### config.mk
export PLATFORM = sky130hd
export DESIGN_NAME = pc_fetch
export DESIGN_NICKNAME = d
export VERILOG_FILES = /design/src/rtl/pc_fetch.sv
export SDC_FILE = /design/constraint.sdc
export NUM_CORES = 1
export LEC_CHECK = 0
export ABC_AREA = 1
export CAP_MARGIN = 5
export CORE_ASPECT_RATIO = 2
export CORE_UTILIZATION = 25
export DETAILED_ROUTE_END_ITERATION = 7
export DONT_BUFFER_PORTS = 1
export GPL_ROUTABILITY_DRIVEN = 0
export PLACE_DENSITY = 0.43
export SETUP_SLACK_MARGIN = 0.1
export SYNTH_ARGS = -nofsm -noshare
export SYNTH_HDL_FRONTEND = slang
export SYNTH_SLANG_ARGS = --single-unit
### constraint.sdc
create_clock -name cpu_clk -period 1.3 [get_ports cpu_clk]
set_input_delay 0.195 -clock cpu_clk [delete_from_list [all_inputs] [get_ports cpu_clk]]
set_output_delay 0.195 -clock cpu_clk [all_outputs]
set_load 0.05 [all_outputs]
### src/rtl/pc_fetch.sv
// Program counter register and instruction-fetch stage of the miniRV core.
// Fetches one word per instruction from IROM and hands it to decode with valid/ready.
module pc_fetch #(
    parameter logic [31:0] RESET_PC = 32'h0000_0000
) (
    input  logic        cpu_clk,
    input  logic        cpu_rst,
    input  logic [31:0] npc,
    output logic [31:0] pc,
    output logic        irom_req,
    output logic [31:0] irom_addr,
    input  logic        irom_ack,
    input  logic [31:0] irom_rdata,
    output logic [31:0] inst,
    output logic        inst_valid,
    input  logic        inst_ready,
    output logic [31:0] fetch_cnt,
    output logic        pc_misalign
);

    typedef enum logic [1:0] {
        S_IDLE,
        S_REQ,
        S_VALID,
        S_ERR
    } state_t;

    state_t      state_q, state_d;
    logic [31:0] pc_q, pc_d;
    logic [31:0] inst_q, inst_d;
    logic [31:0] fetch_cnt_q, fetch_cnt_d;
    logic        pc_misalign_q, pc_misalign_d;
    logic        irom_req_q, irom_req_d;
    logic        inst_valid_q, inst_valid_d;
    logic        accept;

    assign accept = (state_q == S_VALID) && inst_ready;

    always_comb begin
        state_d       = state_q;
        pc_d          = pc_q;
        inst_d        = inst_q;
        fetch_cnt_d   = fetch_cnt_q;
        pc_misalign_d = pc_misalign_q;

        case (state_q)
            S_IDLE: state_d = S_REQ;
            S_REQ: begin
                if (irom_ack) begin
                    inst_d  = irom_rdata;
                    state_d = S_VALID;
                end
            end
            S_VALID: begin
                if (accept) begin
                    // A misaligned npc is still committed so debug can see where it went.
                    pc_d        = npc;
                    fetch_cnt_d = fetch_cnt_q + 32'd1;
                    if (npc[1:0] == 2'b00) begin
                        state_d = S_REQ;
                    end else begin
                        state_d       = S_ERR;
                        pc_misalign_d = 1'b1;
                    end
                end
            end
            S_ERR:   state_d = S_ERR;
            default: state_d = S_IDLE;
        endcase

        irom_req_d   = (state_d == S_REQ);
        inst_valid_d = (state_d == S_VALID);
    end

    always_ff @(posedge cpu_clk) begin
        if (cpu_rst) begin
            state_q       <= S_IDLE;
            pc_q          <= RESET_PC;
            inst_q        <= '0;
            fetch_cnt_q   <= '0;
            pc_misalign_q <= 1'b0;
            irom_req_q    <= 1'b0;
            inst_valid_q  <= 1'b0;
        end else begin
            state_q       <= state_d;
            pc_q          <= pc_d;
            inst_q        <= inst_d;
            fetch_cnt_q   <= fetch_cnt_d;
            pc_misalign_q <= pc_misalign_d;
            irom_req_q    <= irom_req_d;
            inst_valid_q  <= inst_valid_d;
        end
    end

    assign pc          = pc_q;
    assign irom_addr   = pc_q;
    assign inst        = inst_q;
    assign fetch_cnt   = fetch_cnt_q;
    assign pc_misalign = pc_misalign_q;
    assign irom_req    = irom_req_q;
    assign inst_valid  = inst_valid_q;

endmodule

==> results.toml, run 1 <==
[setup_path]
critPathArrivalTime_ns = 1.57
crit_fanout = 5
startpoint_type = "register"
crit_required_ns = 1.54
end_kind = "register"
critPathKind = "reg -> reg"

[sta]
slew_violations = 0
hold_slack_ns = -0.09501
hold_viol = 44
final.setup_skew_ns = 0.008916
min_period_ns = 1.330
setup_viol = 3
finalCritPeriodShare = 1.023
tightest_slew_ns = 0.3313
max_slew_margin = 0.7791
finalWorstSetupSlack_ns = -0.02988
fmax_mhz = 751.9
rsz0062_at_grt = "yes"

[floorplanning]
die_area_mm2 = 0.01803
die-height_um = 188.9
rows = 68
die_w_um = 95.44
start_util = 0.2540
core_area_mm2 = 0.01719
io_pins = 199

[global_routing]
grt_usage = 0.1490
grt_pass1_vias = 4216
grt_pass1_wl_um = 20400
grt_max_degree = 58
grt.overflow.total = 0
antenna_found_initial = 0

[run_status]
status = "finished with violations"
violations = "negative hold slack, negative setup slack"

[clock_tree]
cts_tree = "done"
insertion_delay_ns = 0.34
path_clk_slew_ns = 0.07
clockRootBuffer = "clkbuf_16"
clockBufferDepth = 2
htreeDepth = 3
numCtsBuffers = 9
clkSinkCount = 101

[synth]
yosysUniqueCellTypes = 25
yosysSeqAreaShare = 0.4632
synth_top_area_frac = 0.4632
synthTopCellsByCount = "nor2_1 (136), nand2_1 (131), dfxtp_1 (101)"
async_flop_share = 0
synth_cells = 616
synth.area.top_cells = "dfxtp_1 (46%), nor2_1 (12%), nand2_1 (11%)"
syn_area_mm2 = 0.004365
yosysWarnings = 0
synth_edf_count = 0
synth_most_common_cell = "nor2_1"
netlist.top_cell.by_area = "dfxtp_1"
synth_seq_cells = 101
synth_flop_cell = "dfxtp_1"
avgSynthCellArea_um2 = 7.087
syn-num-nets = 685

[final_layout]
antenna_cells = 0
post-route-util = 0.4249
syn_to_final_growth_pct = 67.27
finish.instance_area_mm2 = 0.007302
drive_above_1_share = 0.5300
nNetsFinal = 798

[routing]
drtAntennaViolNets = 0
wl_um = 14880
drc = 0
vias = 4384
wl_per_cell_um = 15.76
drt_iter0_markers = 105
firstDrtPassIters = 4
viasPerCell = 4.644

[min_path]
hold_path.class = "in -> reg"

[power_and_ir_drop]
p_per_area_mw_per_mm2 = 979.4
finalPower_mw = 7.152
ir_worst_vdd_mv = 0.7134
power.leakage_nw = 2.955

[job]
cap_violations = 0

[placement]
postPlaceCellArea_mm2 = 0.005411
dp_hpwl_um = 9659
place.port_buffers = 0
pre_cts_ws_ns = -0.09155
## logic make-up after synthesis
group,count (synthesis),share of synthesized area
adder cells (fa/ha/maj),1,0.002866
AND/OR/NAND/NOR,319,0.3052
AO/OA/AOI/OAI,93,0.1078
XOR/XNOR,2,0.004013
flip-flops,101,0.4632
buffers and inverters,100,0.1169
## report_power, final
part	leakage (nW)	switching [mW]	internal [mW]
clock network	0.134	1.16	1.36
logic	1.98	0.904	0.513
registers	0.843	0.0632	3.16
## final timing paths
kind	start	endpoint	slack, ns	cells after the start
setup / recovery	state_q[0]	fetch_cnt[6]	-0.03	8
hold / removal	cpu_rst	irom_addr[6]	-0.1	1
setup reg to reg	state_q[0]	fetch_cnt[6]	-0.03	8
hold reg to reg	irom_addr[19]	irom_addr[19]	0.46	2
## critical path: stages, from the launching register on
cell and delay, ns:
dfxtp_2 0.34, inv_4 0.08, nand3_4 0.15, nor2_4 0.19, buf_4 0.13, buf_4 0.11, nand2_1 0.06, o21ai_1 0.12
nor2_1 0.05
## placed cells by master, fill, tap and decap left out, types with 2 or more instances in the layout
| master | Yosys | final |
|---|---|---|
| nor2_1 | 136 | 80 |
| inv_4 | 0 | 4 |
| o21ai_4 | 0 | 3 |
| a31oi_1 | 2 | 2 |
| dfxtp_4 | 0 | 24 |
| nand2_4 | 0 | 25 |
| buf_8 | 0 | 10 |
| clkbuf_16 | 0 | 15 |
| inv_2 | 1 | 6 |
| clkbuf_1 | 13 | 3 |
| dlygate4sd3_1 | 0 | 9 |
| dfxtp_2 | 0 | 8 |
| a21oi_1 | 46 | 12 |
| a21oi_2 | 0 | 33 |
| nand3_2 | 0 | 8 |
| nand2_1 | 131 | 88 |
| buf_12 | 0 | 9 |
| buf_4 | 32 | 77 |
| o21ai_0 | 44 | 6 |
| nand4_1 | 8 | 8 |
| nand3_1 | 27 | 16 |
| nand3_4 | 1 | 5 |
| clkinv_4 | 0 | 2 |
| dfxtp_1 | 101 | 69 |
| buf_16 | 0 | 2 |
| buf_6 | 0 | 44 |
| o21ai_2 | 0 | 20 |
| nand2_2 | 3 | 21 |
| nor2_2 | 5 | 24 |
| nor2_4 | 4 | 41 |
| inv_1 | 42 | 33 |
| o21ai_1 | 0 | 15 |
## area by class of cell
class | instances | area, um2
clock buffers | 13 | 250.2
clock inverters | 3 | 20.02
fillers | 1688 | 9884
inverters | 44 | 193.9
multi-input cells | 416 | 2754
flip-flops and latches | 101 | 2122
well taps | 210 | 262.8
repair buffers | 157 | 1699
## sequential cells by signal, indices dropped and copies added, names as in the netlist
| register | cells |
|---|---|
| fetch_cnt | 32 |
| inst | 32 |
| inst_valid | 1 |
| irom_addr | 32 |
| irom_req | 1 |
| pc_misalign | 1 |
| state_q | 2 |
## timing repair
action,4_1_cts,5_1_grt
pin swaps,36,63
hold buffers,3,6
setup buffers,4,9
gates cloned,3,10
setup endpoints to repair,108,155
endpoints found under the hold margin,47,50
gates resized for setup,109,254
## per-layer routing
metal / global-route usage / part of all wire / vias up
met5: 0 / 0 / -
met4: 0.07003 / 0.026 / 0
met3: 0.04297 / 0.064 / 25
met2: 0.2953 / 0.60 / 162
met1: 0.1288 / 0.31 / 2049
li1: - / - / 2148
## per-stage QoR
stage / setup TNS, ns / std cells
5_1_grt: -2.444 / 944
3_3_place_gp: -0.8706 / 894
3_5_place_dp: -2.170 / 894
6_report: -0.03498 / 944
4_1_cts: -0.04632 / 920
2_1_floorplan: 0 / 616
No activity file was read; power rests on OpenSTA's default activity.
==> run 2, diff against run 1 <==
--- a/config.mk
+++ b/config.mk
@@ -13,6 +13,7 @@
 export DONT_BUFFER_PORTS = 1
 export GPL_ROUTABILITY_DRIVEN = 0
 export PLACE_DENSITY = 0.43
+export REMOVE_ABC_BUFFERS = 1
 export SETUP_SLACK_MARGIN = 0.1
 export SYNTH_ARGS = -nofsm -noshare
 export SYNTH_HDL_FRONTEND = slang
==> run 2 against run 1 <==
Net effect:
- the flow still finishes with violations (negative hold slack, negative setup slack)
- maximum frequency down 4.2%
- non-clock buffer count up 21
- final cell count up 2.1%
- worst setup slack worse by 0.059 ns
- clock power up 2%
- utilization down 3.4 points
==> results.toml, run 2 (same netlist as run 1, synthesis figures left out) <==
[run_status]
status = "finished with violations"
violations = "negative hold slack, negative setup slack"

[clock_tree]
clkSinkCount = 101
clockBufferDepth = 2
hold_buffers = 8
cts_tree = "done"
htreeDepth = 3
numCtsBuffers = 9
path_clk_slew_ns = 0.07
clockRootBuffer = "clkbuf_16"
insertion_delay_ns = 0.36

[sta]
fmax_mhz = 720.1
slew_violations = 0
finalCritPeriodShare = 1.068
hold_slack_ns = -0.1038
finalWorstSetupSlack_ns = -0.08869
hold_viol = 44
min_period_ns = 1.389
max_slew_margin = 0.8166
final.setup_skew_ns = 0.006374
rsz0062_at_grt = "yes"
tns_ns = -0.3848
setup_viol = 14
tightest_slew_ns = 0.2758

[floorplanning]
io_pins = 199
die_area_mm2 = 0.01803
die_w_um = 95.44
core_area_mm2 = 0.01719
rows = 68
start_util = 0.2540
die-height_um = 188.9

[placement]
dp_hpwl_um = 9854
dpl.cell_count = 925
place.port_buffers = 0
pre_cts_ws_ns = -0.2119
postPlaceCellArea_mm2 = 0.005485

[final_layout]
final_common_cell = "nor2_1"
stdcell_count = 964
syn_to_final_growth_pct = 53.77
nNetsFinal = 818
finish.instance_area_mm2 = 0.006713
post-route-util = 0.3906
drive_above_1_share = 0.3878
fillers = 1760
final_cell_mix = "nor2_1 (116), nand2_1 (113), buf_4 (88)"

[power_and_ir_drop]
power.leakage_nw = 2.751
finalPower_mw = 6.820
ir_worst_vdd_mv = 0.7455
switchingPower_mw = 1.980
power_frac_comb = 0.147
pwr-share-clk = 0.376
pwr-share-seq = 0.477
p_per_area_mw_per_mm2 = 1016
internal_power_mw = 4.840
swShare = 0.2903

[routing]
wl_per_cell_um = 14.08
drt_iter0_markers = 88
vias = 4319
viasPerCell = 4.480
firstDrtPassIters = 4
drtAntennaViolNets = 0
wl_um = 13580
drc = 0

[job]
cap_violations = 0

[global_routing]
grt_pass1_wl_um = 20450
grt_pass1_vias = 4300
grt.overflow.total = 0
antenna_found_initial = 1
grt_max_degree = 58
grt_usage = 0.1511

[setup_path]
critPathKind = "reg -> reg"
critPathArrivalTime_ns = 1.69
crit_fanout = 6
crit_required_ns = 1.60
end_kind = "register"
startpoint_type = "register"

[min_path]
hold_path.class = "in -> reg"
==> run 2: changes by cell type in the layout (fill, tap and decap cells not counted), sizes merged <==
| cell | change |
|---|---|
| dlygate4sd3 | -1 |
| buf | +28 |
| clkbuf | -8 |
| nand3 | -1 |
| clkinvlp | +1 |
| diode | +1 |
==> run 2: power groups by stage <==
stage	clock (mW)	sequential (mW)	combinational [mW]
after floorplan	0	3.78	0.220
after global placement	0	3.33	0.937
after detailed placement	0	3.34	0.945
after CTS	2.69	3.26	0.993
after global routing	2.79	3.26	1.08
final	2.57	3.25	1.00
==> run 2: path summary, 6_finish.rpt <==
kind | from | endpoint | slack, ns | depth (start not counted)
max | state_q[0] | fetch_cnt[24] | -0.09 | 10
min | cpu_rst | irom_addr[25] | -0.10 | 1
max reg2reg | state_q[0] | fetch_cnt[24] | -0.09 | 10
min reg2reg | irom_addr[13] | irom_addr[13] | 0.47 | 2
==> run 2: cell type report <==
cell class,count,area (um2),area share
Tap cell,210,262.8,0.03914
Clock buffer,11,242.7,0.03616
Multi-Input combinational cell,415,2151,0.3204
Clock inverter,4,33.78,0.005033
Timing Repair Buffer,178,1769,0.2636
Inverter,44,168.9,0.02516
Antenna cell,1,2.502,0.0003728
Sequential cell,101,2082,0.3102
==> run 2: worst max-delay path: stages, from the launching register on <==
cell and delay (ns):
dfxtp_2 0.32, inv_2 0.07, nand3_4 0.13, buf_6 0.17, nor2_4 0.12, nand2_4 0.09
nor2_4 0.17, nand3_2 0.07, nand2_1 0.06, inv_1 0.04, nor2_1 0.08
==> run 2: per-layer routing <==
| layer | wire [um] | up-vias | track usage | share of wire |
|---|---|---|---|---|
| met3 | 741 | 33 | 0.03414 | 0.055 |
| met2 | 7808 | 149 | 0.2973 | 0.58 |
| met5 | 0 | - | 0 | 0 |
| li1 | - | 2183 | - | - |
| met4 | 582 | 0 | 0.09472 | 0.043 |
| met1 | 4442 | 1954 | 0.1284 | 0.33 |
==> run 2: what timing repair did <==
| item | 4_1_cts | 5_1_grt |
|---|---|---|
| endpoints found under the hold margin | 52 | 44 |
| pin swaps | 22 | 23 |
| gates resized for setup | 155 | 76 |
| gates cloned | 0 | 0 |
| buffers inserted | 8 | 11 |
| setup endpoints to repair | 141 | 148 |
==> run 3, diff against run 2 <==
--- a/config.mk
+++ b/config.mk
@@ -14,7 +14,6 @@
 export GPL_ROUTABILITY_DRIVEN = 0
 export PLACE_DENSITY = 0.43
 export REMOVE_ABC_BUFFERS = 1
-export SETUP_SLACK_MARGIN = 0.1
 export SYNTH_ARGS = -nofsm -noshare
 export SYNTH_HDL_FRONTEND = slang
 export SYNTH_SLANG_ARGS = --single-unit
==> run 3 against run 2 <==
Net effect:
- the flow still finishes with violations (negative hold slack, negative setup slack)
- critical path type unchanged
- highest routed layer unchanged
- total power increased by 1.4%
- clock power about the same
- register-to-register slack got worse by 0.02 ns
- global-route usage decreased by 0.40 points
- clock skew increased by 0.0021 ns
- critical endpoint unchanged
- final cell count increased by 2.5%
- die area unchanged
- worst setup slack got worse by 0.021 ns
- flip-flop and latch count unchanged
- utilization decreased by 0.77 points
==> results.toml, run 3 (same netlist as run 1, synthesis figures left out) <==
[final_layout]
finish.instance_area_mm2 = 0.006580
fillers = 1782
stdcell_count = 988
multi_input_area_mm2 = 0.002076
seqCellArea_mm2 = 0.002061
final_cell_mix = "buf_4 (145), nand2_1 (120), nor2_1 (119)"
drive_above_1_share = 0.3436
syn_to_final_growth_pct = 50.73
final_common_cell = "buf_4"
nNetsFinal = 842

[global_routing]
grt_usage = 0.1472
antenna_found_initial = 1
grt_max_degree = 58
grt_pass1_wl_um = 19890
grt.overflow.total = 0
grt_pass1_vias = 4197

[floorplanning]
die-height_um = 188.9
die_w_um = 95.44
start_util = 0.2540
die_area_mm2 = 0.01803
io_pins = 199
core_area_mm2 = 0.01719
rows = 68

[placement]
dp_hpwl_um = 9854
place.port_buffers = 0
dpl.cell_count = 925
postPlaceCellArea_mm2 = 0.005485
pre_cts_ws_ns = -0.2119

[sta]
hold_slack_ns = -0.01637
slew_violations = 0
rsz0062_at_grt = "yes"
tns_ns = -0.3625
tightest_slew_ns = 0.5150
final.setup_skew_ns = 0.008472
finalWorstSetupSlack_ns = -0.1093
min_period_ns = 1.409
finalCritPeriodShare = 1.084
setup_viol = 9
hold_viol = 2
fmax_mhz = 709.6
max_slew_margin = 0.6562

[clock_tree]
path_clk_slew_ns = 0.07
cts_tree = "done"
clockRootBuffer = "clkbuf_16"
clockBufferDepth = 2
clkSinkCount = 101
insertion_delay_ns = 0.36
htreeDepth = 3
numCtsBuffers = 9

[power_and_ir_drop]
internal_power_mw = 4.894
swShare = 0.2920
power_frac_comb = 0.156
pwr-share-seq = 0.471
power.leakage_nw = 2.732
switchingPower_mw = 2.019
ir_worst_vdd_mv = 0.7222
p_per_area_mw_per_mm2 = 1051
pwr-share-clk = 0.372

[routing]
firstDrtPassIters = 5
route.met2.wl_um = 7751
dr_wl_met3_um = 737
top_layer = "met4"
vias = 4429
viasPerCell = 4.483
wl_per_cell_um = 13.85
wl_met1_um = 4523
drc = 0
drtAntennaViolNets = 0
wl_um = 13680
drt_iter0_markers = 169

[min_path]
hold_path.class = "in -> reg"

[setup_path]
startpoint_type = "register"
critPathArrivalTime_ns = 1.71
end_kind = "register"
critPathKind = "reg -> reg"
crit_required_ns = 1.60
crit_fanout = 6

[job]
cap_violations = 0

[run_status]
violations = "negative hold slack, negative setup slack"
status = "finished with violations"
[run 3: changes by cell type in the layout (fill, tap and decap cells not counted), moves of 6 or more]
cell	before	now
buf_4	88	145
buf_6	62	14
buf_8	14	3
dfxtp_4	11	5
dlygate4sd3_1	8	36
nand2_1	113	120
[run 3: timing repair]
action / in CTS / in global routing
gates resized for setup: 66 / 51
endpoints found under the setup margin: 44 / 70
hold buffers: 6 / 31
pin swaps: 16 / 19
cloned: 0 / 0
endpoints found under the hold margin: 50 / 44
setup buffers: 3 / 8
[run 3: area by class of cell]
type	instances	share of cell area
diodes	1	0.0003803
clock buffers	11	0.03689
clock inverters	4	0.005134
inverters	44	0.02586
multi-input cells	415	0.3155
flip-flops and latches	101	0.3132
well taps	210	0.03993
repair buffers	202	0.2632
[run 3: worst paths after layout]
| path | from | to | slack (ns) | depth (start not counted) |
|---|---|---|---|---|
| setup / recovery | state_q[0] | fetch_cnt[24] | -0.11 | 10 |
| hold / removal | npc[5] | irom_addr[5] | -0.02 | 2 |
| setup reg to reg | state_q[0] | fetch_cnt[24] | -0.11 | 10 |
| hold reg to reg | fetch_cnt[15] | fetch_cnt[15] | 0.46 | 1 |
[run 3: critical path: stages, from the launching register on]
cell     delay, ns
dfxtp_2       0.32
inv_2         0.07
nand3_4       0.14
buf_6         0.18
nor2_4        0.10
nand2_4       0.09
nor2_4        0.19
nand3_2       0.08
nand2_1       0.06
inv_1         0.04
nor2_1        0.08
[run 3: layer usage]
metal	global-route usage	vias up
li1	-	2224
met1	0.1220	2013
met2	0.2896	152
met3	0.03414	40
met4	0.09759	0
met5	0	-
[run 3: per-stage QoR]
stage | hold WS (ns) | power (mW) | util
6_report | -0.01637 | 6.913 | 0.3829
3_3_place_gp | 0.2700 | 4.270 | 0.3192
2_1_floorplan | 0.2641 | 4.002 | -
3_5_place_dp | 0.2711 | 4.281 | 0.3192
5_1_grt | 0.008619 | 7.214 | 0.3829
4_1_cts | -0.1192 | 6.915 | 0.3500
[run 3: power groups by stage]
stage / Combinational [mW] / Clock (mW) / Sequential (mW)
after floorplan: 0.220 / 0 / 3.78
after global placement: 0.937 / 0 / 3.33
after detailed placement: 0.945 / 0 / 3.34
after CTS: 0.966 / 2.69 / 3.26
after global routing: 1.16 / 2.79 / 3.27
final: 1.08 / 2.57 / 3.26
